$ cat src/rtl/sop_eval_pkg.sv
// sop_eval_pkg
// Shared definitions for the approximate-adder sweep checker.
//   state_t       : sweep controller states
//   widths_legal  : operand split / output width consistency check
//   lat_legal     : per-vector hold time must be at least one cycle
package sop_eval_pkg;

   typedef enum logic [1:0] {
      IDLE   = 2'd0,
      HOLD   = 2'd1,
      FINISH = 2'd2
   } state_t;

   // Inputs split evenly into two operands; the sum needs one carry bit.
   function automatic bit widths_legal(input int n_in, input int n_out);
      return (n_in >= 2) && ((n_in % 2) == 0) && (n_out == (n_in / 2) + 1);
   endfunction

   function automatic bit lat_legal(input int lat);
      return lat >= 1;
   endfunction

endpackage

$ cat src/rtl/sop_exact_ref.sv
// sop_exact_ref
// Combinational golden adder plus absolute-difference unit.
//   stim   [N_IN-1:0]  : vector applied to the circuit under test
//                        (A = low half, B = high half)
//   approx [N_OUT-1:0] : outputs returned by the circuit under test
//   err    [N_OUT-1:0] : |approx - (A + B)|, unsigned, never wraps
module sop_exact_ref
   import sop_eval_pkg::*;
#(
   parameter int N_IN  = 4,
   parameter int N_OUT = 3
) (
   input  logic [N_IN-1:0]  stim,
   input  logic [N_OUT-1:0] approx,
   output logic [N_OUT-1:0] err
);

   localparam int HALF = N_IN / 2;

   logic [HALF-1:0]  op_a;
   logic [HALF-1:0]  op_b;
   logic [N_OUT-1:0] exact;

   assign op_a  = stim[HALF-1:0];
   assign op_b  = stim[N_IN-1:HALF];
   // N_OUT = HALF+1, so the zero-extended sum cannot overflow.
   assign exact = N_OUT'(op_a) + N_OUT'(op_b);
   // Subtract the smaller from the larger so the magnitude stays in N_OUT bits.
   assign err   = (approx >= exact) ? (approx - exact) : (exact - approx);

endmodule

$ cat src/rtl/sop_error_evaluator.sv
// sop_error_evaluator
// Exhaustive sweep checker for a combinational approximate adder.
// Drives every input vector, holds each for LAT cycles, samples the
// circuit outputs and accumulates worst-case and count-of-error results.
//   clk, rst      : clock, synchronous active-high reset
//   start_i       : begin a sweep (ignored while busy_o)
//   stim_o        : vector driven to the circuit under test
//   approx_i      : circuit under test outputs
//   busy_o        : sweep in progress
//   done_o        : one-cycle pulse when results are valid
//   pass_o        : max_err_o <= ET
//   max_err_o     : largest absolute error seen
//   err_cnt_o     : vectors with nonzero error
//   fail_vld_o    : some vector exceeded ET
//   first_fail_o  : first vector exceeding ET (0 if none)
module sop_error_evaluator
   import sop_eval_pkg::*;
#(
   parameter int N_IN       = 4,
   parameter int N_OUT      = 3,
   parameter int ET         = 1,
   parameter int LAT        = 1,
   parameter int EARLY_EXIT = 0
) (
   input  logic              clk,
   input  logic              rst,
   input  logic              start_i,
   output logic [N_IN-1:0]   stim_o,
   input  logic [N_OUT-1:0]  approx_i,
   output logic              busy_o,
   output logic              done_o,
   output logic              pass_o,
   output logic [N_OUT-1:0]  max_err_o,
   output logic [N_IN:0]     err_cnt_o,
   output logic              fail_vld_o,
   output logic [N_IN-1:0]   first_fail_o
);

   generate
      if (!widths_legal(N_IN, N_OUT)) begin : g_bad_width
         $error("sop_error_evaluator: N_IN must be even and N_OUT must equal N_IN/2+1");
      end
      if (!lat_legal(LAT)) begin : g_bad_lat
         $error("sop_error_evaluator: LAT must be at least 1");
      end
   endgenerate

   localparam int               CNT_W    = (LAT > 1) ? $clog2(LAT) : 1;
   localparam logic [CNT_W-1:0] CNT_LOAD = CNT_W'(LAT - 1);
   localparam logic [CNT_W-1:0] CNT_ONE  = CNT_W'(1);
   localparam logic [N_IN-1:0]  STIM_ONE = N_IN'(1);
   localparam logic [N_IN:0]    ECNT_ONE = (N_IN + 1)'(1);

   state_t             state_q;
   state_t             state_d;
   logic [CNT_W-1:0]   cnt_q;
   logic [N_IN-1:0]    stim_q;
   logic               busy_q;
   logic               done_q;
   logic               pass_q;
   logic [N_OUT-1:0]   max_err_q;
   logic [N_IN:0]      err_cnt_q;
   logic               fail_vld_q;
   logic [N_IN-1:0]    first_fail_q;

   logic [N_OUT-1:0]   err;
   logic               over_et;
   logic               accept;
   logic               sample;

   sop_exact_ref #(
      .N_IN  (N_IN),
      .N_OUT (N_OUT)
   ) u_exact_ref (
      .stim   (stim_q),
      .approx (approx_i),
      .err    (err)
   );

   assign over_et = int'(err) > ET;

   // Next-state and per-cycle control strobes.
   always_comb begin
      state_d = state_q;
      accept  = 1'b0;
      sample  = 1'b0;
      case (state_q)
         IDLE: begin
            if (start_i) begin
               accept  = 1'b1;
               state_d = HOLD;
            end
         end
         HOLD: begin
            if (cnt_q == '0) begin
               sample = 1'b1;
               if ((stim_q == '1) || ((EARLY_EXIT != 0) && over_et)) begin
                  state_d = FINISH;
               end
            end
         end
         FINISH: begin
            state_d = IDLE;
         end
         default: begin
            state_d = IDLE;
         end
      endcase
   end

   always_ff @(posedge clk) begin
      if (rst) begin
         state_q      <= IDLE;
         cnt_q        <= '0;
         stim_q       <= '0;
         busy_q       <= 1'b0;
         done_q       <= 1'b0;
         pass_q       <= 1'b0;
         max_err_q    <= '0;
         err_cnt_q    <= '0;
         fail_vld_q   <= 1'b0;
         first_fail_q <= '0;
      end else begin
         state_q <= state_d;
         done_q  <= 1'b0;
         if (accept) begin
            stim_q       <= '0;
            cnt_q        <= CNT_LOAD;
            busy_q       <= 1'b1;
            pass_q       <= 1'b0;
            max_err_q    <= '0;
            err_cnt_q    <= '0;
            fail_vld_q   <= 1'b0;
            first_fail_q <= '0;
         end else if (state_q == HOLD) begin
            if (!sample) begin
               cnt_q <= cnt_q - CNT_ONE;
            end else begin
               if (err != '0) begin
                  err_cnt_q <= err_cnt_q + ECNT_ONE;
               end
               if (err > max_err_q) begin
                  max_err_q <= err;
               end
               if (over_et && !fail_vld_q) begin
                  fail_vld_q   <= 1'b1;
                  first_fail_q <= stim_q;
               end
               // On the final vector stim_q is left as-is for inspection.
               if (state_d == HOLD) begin
                  stim_q <= stim_q + STIM_ONE;
                  cnt_q  <= CNT_LOAD;
               end
            end
         end else if (state_q == FINISH) begin
            // max_err_q already holds the last sample's contribution here.
            busy_q <= 1'b0;
            done_q <= 1'b1;
            pass_q <= int'(max_err_q) <= ET;
         end
      end
   end

   assign stim_o       = stim_q;
   assign busy_o       = busy_q;
   assign done_o       = done_q;
   assign pass_o       = pass_q;
   assign max_err_o    = max_err_q;
   assign err_cnt_o    = err_cnt_q;
   assign fail_vld_o   = fail_vld_q;
   assign first_fail_o = first_fail_q;

endmodule

$ cat config.mk
export PLATFORM = sky130hd
export DESIGN_NAME = sop_error_evaluator
export DESIGN_NICKNAME = d
export VERILOG_FILES = /design/src/rtl/sop_eval_pkg.sv /design/src/rtl/sop_exact_ref.sv /design/src/rtl/sop_error_evaluator.sv
export SDC_FILE = /design/constraint.sdc
export NUM_CORES = 1
export LEC_CHECK = 0
export ABC_AREA = 1
export ABC_CLOCK_PERIOD_IN_PS = 5000
export BUFFER_PORTS_ARGS = -buffer_cell sky130_fd_sc_hd__buf_2
export CORE_ASPECT_RATIO = 1.5
export CORE_MARGIN = 5
export CORE_UTILIZATION = 40
export CTS_BUF_LIST = sky130_fd_sc_hd__clkbuf_16
export CTS_CLUSTER_DIAMETER = 80
export DETAILED_ROUTE_END_ITERATION = 10
export PLACE_DENSITY_LB_ADDON = 0.1
export SYNTH_ARGS = -nofsm -noshare
export SYNTH_HDL_FRONTEND = slang
export SYNTH_SLANG_ARGS = --single-unit
$ cat constraint.sdc
create_clock -name clk -period 5 [get_ports clk]
set_clock_uncertainty 0.1 [all_clocks]
set_input_delay 0.25 -clock clk [delete_from_list [all_inputs] [get_ports clk]]
set_output_delay 0.25 -clock clk [all_outputs]
set_load 0.05 [all_outputs]
==> Word-level counts from Yosys, hierarchy flattened <==
Index checks and enable logic that the tools add are counted.
W data, S select, Z words.
{ "totals": {"ff_bits": 23, "input_bits": 6, "out_inout_bits": 20} }
{ "classes": {"addsub": 6, "n_lt_le_gt_ge": 4, "eq_ne": 6, "mux": 15, "bitwise_logic": 1, "reduce_logical": 14} }
{ "ops": {"columns": ["operator", "count"], "rows": [
  ["$reduce_and A3 Y1", 4],
  ["$mux W1", 10],
  ["$mux W2", 3],
  ["$reduce_and A2 Y1", 3],
  ["$sub A3 B3 Y3", 2],
  ["$add A5 B1 Y5 const B", 1],
  ["$add A4 B1 Y4 const B", 1],
  ["$eq A2 B1 Y1 const B", 2],
  ["$eq A4 B4 Y1 const B", 1],
  ["$pmux W2 S2", 1],
  ["$add A2 B2 Y3", 1],
  ["$ge A3 B3 Y1", 1],
  ["$gt A3 B1 Y1 const B", 1],
  ["$gt A3 B3 Y1", 1],
  ["$le A3 B1 Y1 const B", 1],
  ["$mux W3", 1],
  ["$reduce_bool A3 Y1", 1],
  ["$reduce_or A3 Y1", 1],
  ["$eq A2 B2 Y1 const B", 1],
  ["$logic_not A2 Y1", 1],
  ["$ne A2 B1 Y1 const B", 1],
  ["$ne A2 B2 Y1 const B", 1],
  ["$reduce_bool A2 Y1", 1],
  ["$reduce_or A2 Y1", 1],
  ["other kinds (4)", 4]
]} }

==> Logic depth before layout (Yosys ltp) <==
Gate-level depths: netlist of run 1.
{ "depth": {"depth_word": 7, "depth_mapped": 20} }

==> Modules after synthesis <==
A second synthesis of run 1 with hierarchy kept.
{ "hier_totals": {"hier_cells": 195, "hier_area_um2": 1356.3} }
{ "by_module_without_submodules": {"columns": ["mod", "n_inst", "cells_per_inst", "area_per_inst_um2", "seq_area_each_um2"], "rows": [
  ["sop_error_evaluator", 1, 158, 1104.8, 460.4],
  ["sop_exact_ref", 1, 37, 251.5, 0.0]
]} }

==> Least setup slack after synthesis of run 1 <==
OpenSTA, ideal clock, no wires.
{ "synth_path": {"path_type": "flip-flop to flip-flop", "startpoint": "register stim_q[0], in the netlist stim_o[0]", "endpoint": "register max_err_q[1], in the netlist max_err_o[1]", "setup_ns": 0.117, "t_arrival_ns": 2.973, "slack_ns": 1.810, "path_stages_with_launch": 16, "path_buffers": 0, "path_cell_list": "dfxtp_1 > ha_1 > fa_1 > inv_1 > fa_1 > xnor2_1 > o21ai_2 > inv_1 > ha_1 > nand2_1 > inv_1 > nand3_1 > nand2_1 > inv_2 > a21oi_1 > nor2_1"} }
{ "synth_via": {"elab_chain_cells": 5, "word_cells_on_any_way": 7, "classes_between": "add/sub (3); order compare (2); mux (1); reduce/logical (1)"} }
{ "synth_lines": {"columns": ["element", "line_no", "rtl"], "rows": [
  ["start, declared", "sop_error_evaluator.sv:57", "logic [N_IN-1:0] stim_q;"],
  ["start signal, assigned", "sop_error_evaluator.sv:151", "stim_q <= stim_q + STIM_ONE;"],
  ["$add A2 B2 Y3 (*)", "sop_exact_ref.sv:27", "assign exact = N_OUT'(op_a) + N_OUT'(op_b);"],
  ["$sub A3 B3 Y3 or $ge A3 B3 Y1 (tied branches)", "sop_exact_ref.sv:29", "assign err = (approx >= exact) ? (approx - exact) : (exact - approx);"],
  ["$mux W3 (*)", "sop_exact_ref.sv:29", null],
  ["$gt A3 B3 Y1", "sop_error_evaluator.sv:142", "if (err > max_err_q) begin"],
  ["$reduce_and A3 Y1 (no line)", null, null],
  ["end signal, assigned", "sop_error_evaluator.sv:143", "max_err_q <= err;"],
  ["end, declared", "sop_error_evaluator.sv:61", "logic [N_OUT-1:0] max_err_q;"]
]} }
Every way passes the cells marked *; elsewhere a longest branch is shown, timed or not.
A chain may end at the register's enable or synchronous reset.

==> Worst setup path after layout of run 1 <==
{ "layout_path": {"startpoint": "register stim_q[0], in the netlist stim_o[0]", "endpoint": "register max_err_q[0], in the netlist max_err_o[0]"} }
The elaborated chain is that of the path after synthesis.

==> results summary, run 1 <==
The shortest period the worst path allows came out at 3.13 ns. The via total after detailed routing is 1124. The compound-cell area share of the yosys netlist came out at 13.3%. Of the total synthesized cell area, the portion taken by XOR and XNOR cells is 2.72%. The adder-cell share of the synthesized area is 15.4%. Setup violations remaining at the end of the flow were counted as 0. The launch instance of the worst register-to-register path is stim_o[0]. The total track usage came out at 12.7%. The worst setup slack for register-to-register paths is 1.87 ns. Along the worst hold path, the cell count comes to 2. The sequential cell fraction of total power came out at 41.1%.

The share of total power dissipated in combinational logic is 24.4%. The vias per cell is 4.74. Tracing the worst setup path back leads to its startpoint at stim_o[0]. The number of H-tree levels came out at 1. The depth of the worst register-to-register path came out at 16.

The post-synthesis instance area came out at 1290 µm². The simple logic cell fraction of the synthesized area is 21.9%. On the critical path, the stage with the largest delay is an instance of sky130_fd_sc_hd__fa_1. In this run the remaining antenna-violating nets after routing total 0. The number of antenna violations at the first check in global routing is 0.

The cell internal power dissipation is 334 µW. The total congestion overflow after global routing is 0. Total power for the finished layout comes to 483 µW. Ranked by total cell area, the synthesized netlist is headed by sky130_fd_sc_hd__dfxtp_1 (36%), sky130_fd_sc_hd__ha_1 (11%), sky130_fd_sc_hd__inv_1 (9.6%). The clock-pin slew on the worst setup and hold paths came out at 0.06 ns.

The largest net degree at the start of global routing is 15. The worst slew slack as a fraction of its limit came out at 44.0%. The area share of the largest cell type after synthesis is 35.8%. For the worst setup path, the data required time is 5.05 ns. The endpoint identified for the worst register-to-register timing path is max_err_o[0]. The largest total area in the synthesized netlist belongs to sky130_fd_sc_hd__dfxtp_1. The area of the die came out at 4470 µm². The wire length of the first global-routing pass came out at 4630 µm. The count of buffers added by post-CTS timing repair for setup came out at 0. The leakage dissipation is 0.743 nW. The core outline area came out at 3130 µm². The count of routing violations after the opening detailed-route iteration came out at 19. The hold path startpoint is rst. The worst setup path is captured at a flop. By area, the combinational part of the netlist is dominated by simple AND/OR/NAND/NOR gates. The data arrival time of the worst path came out at 3.17 ns. The relative contribution of the clock network to total power came out at 34.6%. Along the worst path, the maximum fanout reaches 7. The worst hold slack is 0.122 ns.

The register area share after synthesis came out at 35.8%. The startpoint class of the critical path is a flop. The die boundary width is 56.3 µm. The final layout contains 218 nets. The number of buffers added on ports is 25. Clock tree synthesis selected as its root buffer the cell sky130_fd_sc_hd__clkbuf_16. The layout overhead on the synthesized area came out at 19.4%. The congestion estimate from routability-driven global placement came to 0.779. The flow ran to the end, and the final reports show no timing, DRC or antenna violations. The gate count of the mapped netlist is 169. Setup repair after global routing left no endpoint under its margin. The HPWL after detailed placement is 2190 µm. The final max-slew violation count came out at 0. The endpoint of the most critical setup path is max_err_o[0]. The utilization after layout came out at 49.1%. The maximum achievable frequency came out at 0.320 GHz.

VDD sags by at most 198 µV. The overall die height came out at 79.5 µm. The clock latency of the later-clocked register in the worst-skew pair came out at 0.25 ns. The switching part of the total power came out at 31.0%. The number of register bits inferred by synthesis is 23.

The number of failing hold endpoints at the final stage came out at 0. The non-filler instance count after layout came out at 237. The number of placement rows came out at 25. The longest clock path from root to sink contains 2 buffers. The number of gates resized after CTS was 0. The number of optimization iterations in the first detailed-route pass is 4. The via count of the first global-routing pass came out at 1152. The total of warnings raised by yosys came out at 0. The maximum single-stage delay on the critical path came out at 0.55 ns.

After detailed routing, the total wire length is 2610 µm. The part of the cycle the worst path needs is 62.5%. The switching power of the nets came out at 150 µW. Max-cap violations in this run came to 0.

The number of placed instances with taps included is 233. Dividing the detail-routed wire length by the instance count gives 11.0 µm. The remaining routing DRC violations is 0. In the final layout, the share of cells above drive strength 1 is 19.8%. The distinct cell type count after synthesis is 23. The number of buffers inserted during clock tree synthesis came out at 3. Pin placement for this block handled 26 I/O pins. CTS saw 23 sinks. The multiplexer area fraction after synthesis came out at 0%. Hold repair after CTS inserted 0 buffers. The critical path is of the flop to flop type. The class of the worst hold path is input pin to flop. The transition at the pin with the smallest max-transition slack is 0.837 ns. Walking the worst path, the cells encountered are ha_1, fa_1, inv_1, fa_1, xnor2_1, o21ai_2, inv_1, ha_1, nand2_1, inv_1, nand3_1, nand2_1, inv_2, nand3_1, nand2_1, nor2_1. Once the floorplan was initialized, standard cells occupied 41.1% of the core. 0 antenna diodes ended up in the layout. The sum of negative setup slack is 0 ns. After synthesis, the mean cell area works out to 7.61 µm². The ratio of total power to cell area is 315 nW/µm². The net count of the mapped netlist came out at 189. TritonCTS built the clock tree.
final cells by class:
type,count,area (µm²)
fill,335,1590
multi-input combinational,109,686
sequential,23,460
inverter,36,135
timing repair buffer,25,125
clock buffer,3,75.1
tap,40,50.0
clock inverter,1,3.75
power by group through the flow:
stage | registers [mW] | clock network (mW) | logic (mW)
6_report | 0.199 | 0.167 | 0.118
5_1_grt | 0.200 | 0.180 | 0.132
4_1_cts | 0.199 | 0.172 | 0.120
3_5_place_dp | 0.203 | 0 | 0.120
3_3_place_gp | 0.202 | 0 | 0.116
2_1_floorplan | 0.227 | 0 | 0.0685
critical path: cells and delay by family (launching register included):
family                   cells  cell delay [ns]
AO/OA/AOI/OAI                1             0.23
XOR/XNOR                     1             0.14
adder cells (fa/ha/maj)      4             1.50
buffers and inverters        4             0.28
flip-flops                   1             0.36
AND/OR/NAND/NOR              6             0.39
Yosys cell counts, drive strengths merged:
library cell and instances:
xnor2 2, o21ai 15, nor3b 1, nor2 16, fa 3, nand4 2, xor2 2, nand3 12
clkinv 1, buf 1, inv 35, nand2 23, ha 11, dfxtp 23, a21oi 17, nor3 5
layout by cell type (no fill, tap or decap), types with 3 or more instances in the layout:
cell	netlist	layout
sky130_fd_sc_hd__o21ai_1	7	7
sky130_fd_sc_hd__nand2_1	19	19
sky130_fd_sc_hd__a21oi_1	16	16
sky130_fd_sc_hd__nor3_1	5	5
sky130_fd_sc_hd__buf_2	1	25
sky130_fd_sc_hd__clkbuf_16	0	3
sky130_fd_sc_hd__fa_1	3	3
sky130_fd_sc_hd__nor2_1	16	16
sky130_fd_sc_hd__dfxtp_1	23	23
sky130_fd_sc_hd__o21ai_0	6	6
sky130_fd_sc_hd__inv_1	33	34
sky130_fd_sc_hd__ha_1	11	11
sky130_fd_sc_hd__nand3_1	10	10
metrics by stage:
stage | cell area [µm²] | setup slack [ns]
3_3_place_gp | 1460 | 1.95
5_1_grt | 1540 | 1.64
2_1_floorplan | 1290 | 1.81
4_1_cts | 1540 | 1.84
6_report | 1540 | 1.87
3_5_place_dp | 1460 | 1.84
flip-flops by register name (all words and copies together) (netlist names):
name          count
state_q           2
stim_o            4
cnt_q             1
max_err_o         3
err_cnt_o         5
fail_vld_o        1
pass_o            1
done_o            1
first_fail_o      4
busy_o            1
cells by family (layout without fill, tap and decap cells):
family / count (synthesis) / in the layout
XOR/XNOR: 4 / 4
AO/OA/AOI/OAI: 32 / 32
flip-flops: 23 / 23
adder cells (fa/ha/maj): 14 / 14
buffers and inverters: 37 / 65
AND/OR/NAND/NOR: 59 / 59
worst min-delay path by stage:
stage / slack (ns) / to
floorplan: 0.22 / state_q[0]
global placement: 0.33 / first_fail_o[3]
detailed placement: 0.34 / first_fail_o[3]
CTS: 0.12 / busy_o
global route: 0.13 / done_o
finish: 0.12 / busy_o
layer usage:
layer  share of wire, %  vias to the layer above  routed length [µm]  global-route usage [%]
met5                  0                        -                   0                       0
met1                 41                      510                1070                    12.7
met3                1.9                        4                  49                    1.62
met2                 56                       13                1460                    25.6
met4                1.2                        0                  32                    4.99
li1                   -                      597                   -                       -
(Power assumes the default switching activity.)
==> run 2, diff against run 1 <==
- ABC_AREA: 1 -> 0
- ABC_CLOCK_PERIOD_IN_PS: 5000 -> 3070
- clock period: 5 -> 3.07 ns (I/O delays scaled with it)
==> run 2 against run 1 <==
The flow now finishes with violations (negative setup slack). Critical path type unchanged. Fmax shrank 5.0%. Cell area is 16% higher. Sequential cell count unchanged. Via count up 3.4%. Non-clock buffer count increased by 11. Utilization grew 7.0 points.
==> results summary, run 2 <==
The flow ran to the end, but the final reports show violations. The checks that failed: negative setup slack. The maximum single-stage delay on the critical path is 0.57 ns (+0.02 ns).

The final net count came to 204 (-6.4%). The fraction of layout instances using a drive strength above 1 came out at 37.7% (+18 points). The number of antenna violations at the first check in global routing is 0 (unchanged). The number of buffers added on ports is 25 (unchanged). The via count of the first global-routing pass came out at 1193 (+3.6%).

The remaining routing DRC violations came to 0 (unchanged). The vias per cell is 5.21 (+9.9%). The met2 layer usage reported by global route is 29.5% (+3.9 points). The register area share after synthesis is 34.4% (-1.4 points). The cell with the largest stage delay on the worst path is sky130_fd_sc_hd__fa_2.

The final max-slew violation count came out at 0 (unchanged). The clock latency of the later-clocked register in the worst-skew pair is 0.25 ns (about the same). The I/O pin count came to 26 (unchanged). The number of fill cells came out at 336 (+0.30%). The global routing stage identified its most utilized layer as met2. The routed wire length is 3110 µm (+19%). The count of antenna diodes in the layout is 0 (unchanged).

Compared with the post-synthesis result, the final layout area differs by 33.6%. The largest net degree at the start of global routing came out at 18 (+3). The ratio of total power to cell area came to 439 nW/µm² (+39%). The via total after detailed routing was 1162 (+3.4%). The XOR/XNOR share of the synthesized area came to 1.96% (-0.76 points).

The total stage count of the critical path is 14 (-2). The shortest period the worst path allows came out at 3.29 ns (+0.165 ns). The distinct cell type count after synthesis is 45 (+96%). By count the netlist is led by sky130_fd_sc_hd__dfxtp_1 (23), sky130_fd_sc_hd__nor2_1 (15), sky130_fd_sc_hd__inv_1 (12). The peak ir drop on the vdd network is 276 µV (+39%). The library cell with the largest summed area after synthesis is sky130_fd_sc_hd__dfxtp_1. The sum of buffers and inverters on the critical path is 2 (-2).

The flip-flop count of the largest register after layout is 5 (unchanged). The storage element area came to 470 µm² (+2.2%). The number of H-tree levels came out at 1 (unchanged). Setup repair after global routing could not meet its margin everywhere. The area share of the largest cell type after synthesis is 34.4% (-1.4 points). The net count of the mapped netlist came out at 166 (-12%). The share of synthesized registers carrying an async set or reset is 0% (unchanged).

The core outline area is 3190 µm² (+2.0%). The number of stages on the worst hold path is 2 (unchanged). The starting density of the core is 42.0% (+0.84 points).

The area of all placed cells without fillers is 1790 µm² (+16%). The part of the cycle the worst path needs came out at 107% (+45 points). The met3 routing resource usage after global routing is 0.795% (-0.82 points). The post-synthesis instance area is 1340 µm² (+4.1%). The number of register bits inferred by synthesis was 23 (unchanged). The leakage dissipation came out at 0.787 nW (+5.9%). The total track usage came out at 14.4% (+1.7 points).

The simple logic cell fraction of the synthesized area came to 22.0% (+0.075 points). The synthesized area per cell was 9.17 µm² (+20%). The adder-cell share of the synthesized area is 14.8% (-0.60 points). The count of routing violations after the opening detailed-route iteration came out at 13 (-6). The data arrival time of the worst path was 3.34 ns (+0.17 ns).

The multiplexer area fraction after synthesis is 5.23% (+5.2 points). The class of the worst hold path is input pin to flop. The most common cell in the synthesized netlist is sky130_fd_sc_hd__dfxtp_1. The number of failing setup endpoints in the final timing report was 3 (+3).

The cell family contributing the most delay on the critical path is adder cells. The final routed wire length divided by cell count is 13.9 µm (+27%). The total congestion overflow after global routing is 0 (unchanged).

The gate count of the mapped netlist came out at 146 (-14%). The final setup slack of the worst path came out at -0.220 ns (-2.10 ns). The number of buffers inserted during clock tree synthesis is 3 (unchanged). The dominant combinational cell family by area after synthesis is simple AND/OR/NAND/NOR gates.

The area after detailed placement was 1660 µm² (+14%). Among all flip-flop cells after synthesis, the most frequent one is sky130_fd_sc_hd__dfxtp_1. The count of flip-flops with a built-in enable after synthesis is 0 (unchanged). The HPWL after detailed placement is 2510 µm (+15%). The endpoint class of the critical path is a flop.

The overall die height came out at 80.9 µm (+1.8%). The area of the die came to 4630 µm² (+3.5%). The number of placed instances with taps included came out at 219 (-6.0%). The number of placement rows was 25 (unchanged).

The sum of negative setup slack came out at -0.622 ns (-0.622 ns). The data required time at the worst endpoint was 3.12 ns (-1.93 ns). The clock sink total is 23 (unchanged). TritonCTS built the clock tree. The startpoint class of the critical path is a flop. The maximum clock path buffer count is 2 (unchanged). The max-cap check violation count came out at 0 (unchanged). The buffer cell driving the clock tree root is sky130_fd_sc_hd__clkbuf_16. The die boundary width is 57.2 µm (+1.7%). The combined area of the multi-input logic cells came to 936 µm² (+36%). Traced cell by cell, the critical path runs through ha_4, fa_2, inv_2, fa_2, nor4b_2, o21ai_1, nand3_4, inv_2, ha_4, nor2b_4, nand2_2, o211ai_1, nor4_2, a31o_1. The peak fanout along the critical path came out at 3 (-4). Leaving out fill and tap cells, the most frequent cells in the layout are sky130_fd_sc_hd__buf_2 (25), sky130_fd_sc_hd__dfxtp_1 (19), sky130_fd_sc_hd__nor2_1 (15). The total of warnings raised by yosys came out at 0 (unchanged). After synthesis, the cell types taking the most area are sky130_fd_sc_hd__dfxtp_1 (34%), sky130_fd_sc_hd__ha_1 (10%), sky130_fd_sc_hd__mux2i_1 (5.2%).

The compound-cell area share of the yosys netlist is 17.5% (+4.1 points). The transition at the pin with the smallest max-transition slack was 0.411 ns (-0.426 ns). The routing usage on met1 came out at 14.5% (+1.8 points).

The leading cell type in the layout, fill and taps excluded is sky130_fd_sc_hd__buf_2. The clock-pin slew on the worst setup and hold paths came out at 0.06 ns (about the same). The wire length of the first global-routing pass was 5290 µm (+14%). The number of antenna-violating nets in the routed design is 0 (unchanged). The non-filler instance count after layout came out at 223 (-5.9%). The number of failing hold endpoints at the final stage came out at 0 (unchanged). The last weighted congestion value of the routability-driven placer is 0.751 (-3.5%). The depth of the worst register-to-register path is 14 (-2). The critical path is of the flop to flop type. The maximum achievable frequency came to 0.304 GHz (-5.0%). The number of optimization iterations in the first detailed-route pass is 4 (unchanged). The worst slew slack as a fraction of its limit came out at 72.5% (+28 points).

The total power is 784 µW (+62%).
==> run 2: changes by cell type in the layout (fill, tap and decap cells not counted), sizes merged, moves of 3 or more <==
cell,delta
nor2b,+4
mux2i,+7
a21oi,-8
o211ai,+4
inv,-23
nand2b,+3
o21ai,-10
nand3,-6
buf,+11
nand2,-15
==> run 2: cells by family (layout without fill, tap and decap cells) <==
family,Yosys count,in the layout
buf+inv,15,52
fa+ha+maj,14,14
compound gates,30,30
xor+xnor,3,3
simple gates,54,54
mux,7,7
flops,23,23
==> run 2: area by class of cell <==
| class | instances | share of cell area, % |
|---|---|---|
| inverters | 12 | 2.52 |
| clock inverters | 1 | 0.210 |
| well taps | 40 | 2.80 |
| clock buffers | 3 | 4.20 |
| multi-input cells | 108 | 52.3 |
| repair buffers | 36 | 11.6 |
| flip-flops and latches | 23 | 26.3 |
==> run 2: what timing repair did <==
item | in CTS | in global routing
setup endpoints to repair | 3 | 11
pin swaps | 7 | 6
gates resized for setup | 7 | 3
endpoints found under the hold margin | 0 | 0
hold buffers | 0 | 0
setup buffers | 1 | 0
==> run 2: worst register-to-register path: cells and delay by family, from the launching register on <==
kind,cells,cell delay (ns)
AND/OR/NAND/NOR,5,0.64
AO/OA/AOI/OAI,3,0.64
buffers and inverters,2,0.10
flip-flops,1,0.35
adder cells (fa/ha/maj),4,1.35
==> run 2: stage by stage <==
step	util, %	hold WS, ns	setup WS (ns)
after global routing	56.0	0.0636	-0.349
final	56.0	0.0416	-0.220
after detailed placement	52.1	0.312	-0.362
after CTS	55.8	0.0451	-0.198
after global placement	52.1	0.309	-0.242
after floorplan	-	0.126	-0.287
==> run 2: where the power goes <==
part | leakage (nW) | switching [mW] | internal (mW) | total (mW)
Clock | 0.0423 | 0.104 | 0.174 | 0.278
Sequential | 0.189 | 0.00782 | 0.305 | 0.313
Combinational | 0.556 | 0.115 | 0.0782 | 0.193
Total | 0.787 | 0.227 | 0.557 | 0.784
==> run 2: final timing paths <==
check | startpoint | endpoint | slack (ns)
max | stim_o[2] | max_err_o[2] | -0.22
min | rst | done_o | 0.04
max reg2reg | stim_o[2] | max_err_o[2] | -0.22
min reg2reg | state_q[1] | state_q[0] | 0.39
==> run 2: metal layers <==
layer / wire, µm / vias to the layer above
li1: - / 592
met1: 1190 / 551
met2: 1780 / 15
met3: 93 / 4
met4: 49 / 0
met5: 0 / -
==> run 3, diff against run 2 <==
- BUFFER_PORTS_ARGS: -buffer_cell sky130_fd_sc_hd__buf_2 -> -buffer_cell sky130_fd_sc_hd__buf_4
- CELL_PAD_IN_SITES_DETAIL_PLACEMENT: default -> 1
- CELL_PAD_IN_SITES_GLOBAL_PLACEMENT: default -> 1
- SKIP_LAST_GASP: default -> 1
==> run 3 against run 2 <==
The flow still finishes with violations (negative setup slack). Register-to-register slack improved by 0.03 ns. Critical path depth shrank 2. Cell area rose by 3.3%. Critical path type unchanged. Largest cell class unchanged. Largest power group unchanged. Highest routed layer unchanged.
==> results summary, run 3 (synthesis results as in run 2) <==
The flow ran to the end, but the final reports show violations. The final reports fail on negative setup slack. The number of stages on the worst hold path is 2 (unchanged). The number of placement rows was 25 (unchanged). The via total after detailed routing came to 1193 (+2.7%). The clock sink total was 23 (unchanged). The last weighted congestion value of the routability-driven placer is 0.773 (+2.9%). The number of H-tree levels came out at 1 (unchanged). The layout overhead on the synthesized area came out at 37.9%.

The core outline area was 3190 µm² (unchanged). The met3 layer wire length in the routed design came out at 89 µm (-4.3%). The count of hold buffers inserted by post-cts repair is 0 (unchanged). The transition at the pin with the smallest max-transition slack came to 0.434 ns (+0.0235 ns). Setup repair after global routing could not meet its margin everywhere. The worst setup path is launched from a flop. The part of the cycle the worst path needs came out at 106% (-1.1 points). The clock-pin slew on the worst setup and hold paths is 0.06 ns (about the same).

The wire length the detailed router placed on met1 is 1300 µm (+9.8%). The vias per cell is 5.35 (+2.7%). The leakage dissipation was 0.786 nW (-0.14%).

The wire length of the first global-routing pass came out at 6120 µm (+16%). The number of buffers inserted during clock tree synthesis was 3 (unchanged). The final net count is 204 (unchanged). The ratio of total power to cell area came out at 434 nW/µm² (-1.2%). The fraction of layout instances using a drive strength above 1 came out at 37.7% (unchanged). The sum of negative setup slack is -0.655 ns (-0.0332 ns).

The shortest period the worst path allows came to 3.26 ns (-0.0338 ns). The number of failing hold endpoints at the final stage came out at 0 (unchanged). The total congestion overflow after global routing is 0 (unchanged). The via count of the first global-routing pass is 1305 (+9.4%). The number of antenna violations at the first check in global routing is 0 (unchanged).

The die boundary width came out at 57.2 µm (unchanged). The area of the die is 4630 µm² (unchanged). The class of the worst hold path is input pin to flop. The leading cell type in the layout, fill and taps excluded is sky130_fd_sc_hd__buf_4. The number of optimization iterations in the first detailed-route pass came out at 3 (-1).

The number of fill cells came to 380 (+13%). The worst slew slack as a fraction of its limit came out at 70.9% (-1.6 points). The overall die height came out at 80.9 µm (unchanged).

The depth of the worst register-to-register path is 12 (-2). The total track usage was 17.5% (+3.1 points). The routed wire length on met2 came out at 2210 µm (+24%). The number of failing setup endpoints in the final timing report is 7 (+4).

The max-cap check violation count is 0 (unchanged). The combined area of the multi-input logic cells is 925 µm² (-1.2%). The peak fanout along the critical path is 3 (unchanged). The routed wire length came out at 3710 µm (+19%). TritonCTS built the clock tree. The worst setup path is captured at a flop. The number of buffers added on ports is 25 (unchanged). The utilization after layout was 57.9% (+1.8 points). The final routed wire length divided by cell count is 16.6 µm (+19%). The storage element area is 470 µm² (unchanged). The count of antenna diodes in the layout was 0 (unchanged).

The clock latency of the later-clocked register in the worst-skew pair was 0.26 ns (about the same). The count of routing violations after the opening detailed-route iteration is 18 (+5). The I/O pin count is 26 (unchanged). The final setup slack of the worst path came out at -0.187 ns (+0.0338 ns). The buffer cell driving the clock tree root is sky130_fd_sc_hd__clkbuf_16.

The total power came out at 801 µW (+2.1%). The worst slack at placement is -0.362 ns (-0.0000370 ns). The critical path is of the flop to flop type. The data arrival time of the worst path is 3.31 ns (-0.03 ns). The starting density of the core is 42.0% (unchanged). The remaining routing DRC violations came out at 0 (unchanged). The peak ir drop on the vdd network came out at 394 µV (+43%). The maximum achievable frequency came out at 0.307 GHz (+1.0%). The largest net degree at the start of global routing is 18 (unchanged). The number of antenna-violating nets in the routed design is 0 (unchanged). The final max-slew violation count is 0 (unchanged). The maximum clock path buffer count is 2 (unchanged). The flip-flop count of the largest register after layout is 5 (unchanged). The top cell types in the final layout, fill and taps aside, are sky130_fd_sc_hd__buf_4 (34), sky130_fd_sc_hd__dfxtp_1 (19), sky130_fd_sc_hd__nor2_1 (15). In this run the top signal layer used is met4. The data required time at the worst endpoint is 3.12 ns (about the same). The HPWL after detailed placement is 2940 µm (+17%).
## run 3: cell counts in the layout (fill, tap and decap cells not counted)
No cell type changed its count.
## run 3: area by class of cell
class,instances,share of cell area (%)
Timing Repair Buffer,36,15.0
Multi-Input combinational cell,108,50.1
Inverter,12,2.44
Tap cell,40,2.71
Clock inverter,1,0.203
Sequential cell,23,25.5
Clock buffer,3,4.07
## run 3: worst paths after layout
check | startpoint | end | slack [ns]
setup / recovery | stim_o[2] | max_err_o[2] | -0.19
hold / removal | rst | done_o | 0.01
setup reg to reg | stim_o[2] | max_err_o[2] | -0.19
hold reg to reg | first_fail_o[1] | first_fail_o[1] | 0.41
## run 3: repair_timing
item | in CTS | in global routing
gates resized for setup | 5 | 5
setup buffers | 0 | 1
endpoints found under the setup margin | 11 | 10
pin swaps | 7 | 6
## run 3: metal layers
layer / up-vias / GRT usage, %
met5: - / 0
met1: 582 / 16.5
met4: 0 / 10.4
li1: 588 / -
met2: 16 / 35.1
met3: 7 / 1.75
## run 3: worst max-delay path, stage by stage, from the launching register on
cell and delay [ns]:
sky130_fd_sc_hd__dfxtp_4 0.35, sky130_fd_sc_hd__ha_4 0.16, sky130_fd_sc_hd__fa_2 0.46, sky130_fd_sc_hd__fa_2 0.38, sky130_fd_sc_hd__or4b_4 0.54, sky130_fd_sc_hd__nand3_4 0.08
sky130_fd_sc_hd__inv_2 0.04, sky130_fd_sc_hd__ha_4 0.26, sky130_fd_sc_hd__nor2b_4 0.18, sky130_fd_sc_hd__nand2_2 0.07, sky130_fd_sc_hd__o211ai_1 0.26, sky130_fd_sc_hd__nor4_1 0.08
sky130_fd_sc_hd__a31o_1 0.19
## run 3: stage by stage
stage | instances | hold slack, ns | instance area, µm²
after CTS | 222 | 0.0117 | 1810
after floorplan | 146 | 0.126 | 1420
after detailed placement | 218 | 0.283 | 1720
final | 223 | 0.0113 | 1850
after global placement | 218 | 0.272 | 1720
after global routing | 223 | 0.00908 | 1850
## run 3: power breakdown
part / internal [mW] / leakage [nW] / switching [mW] / total (mW)
clock network: 0.174 / 0.0423 / 0.107 / 0.281
logic: 0.0849 / 0.555 / 0.121 / 0.206
registers: 0.305 / 0.189 / 0.00814 / 0.313
total: 0.564 / 0.786 / 0.236 / 0.801
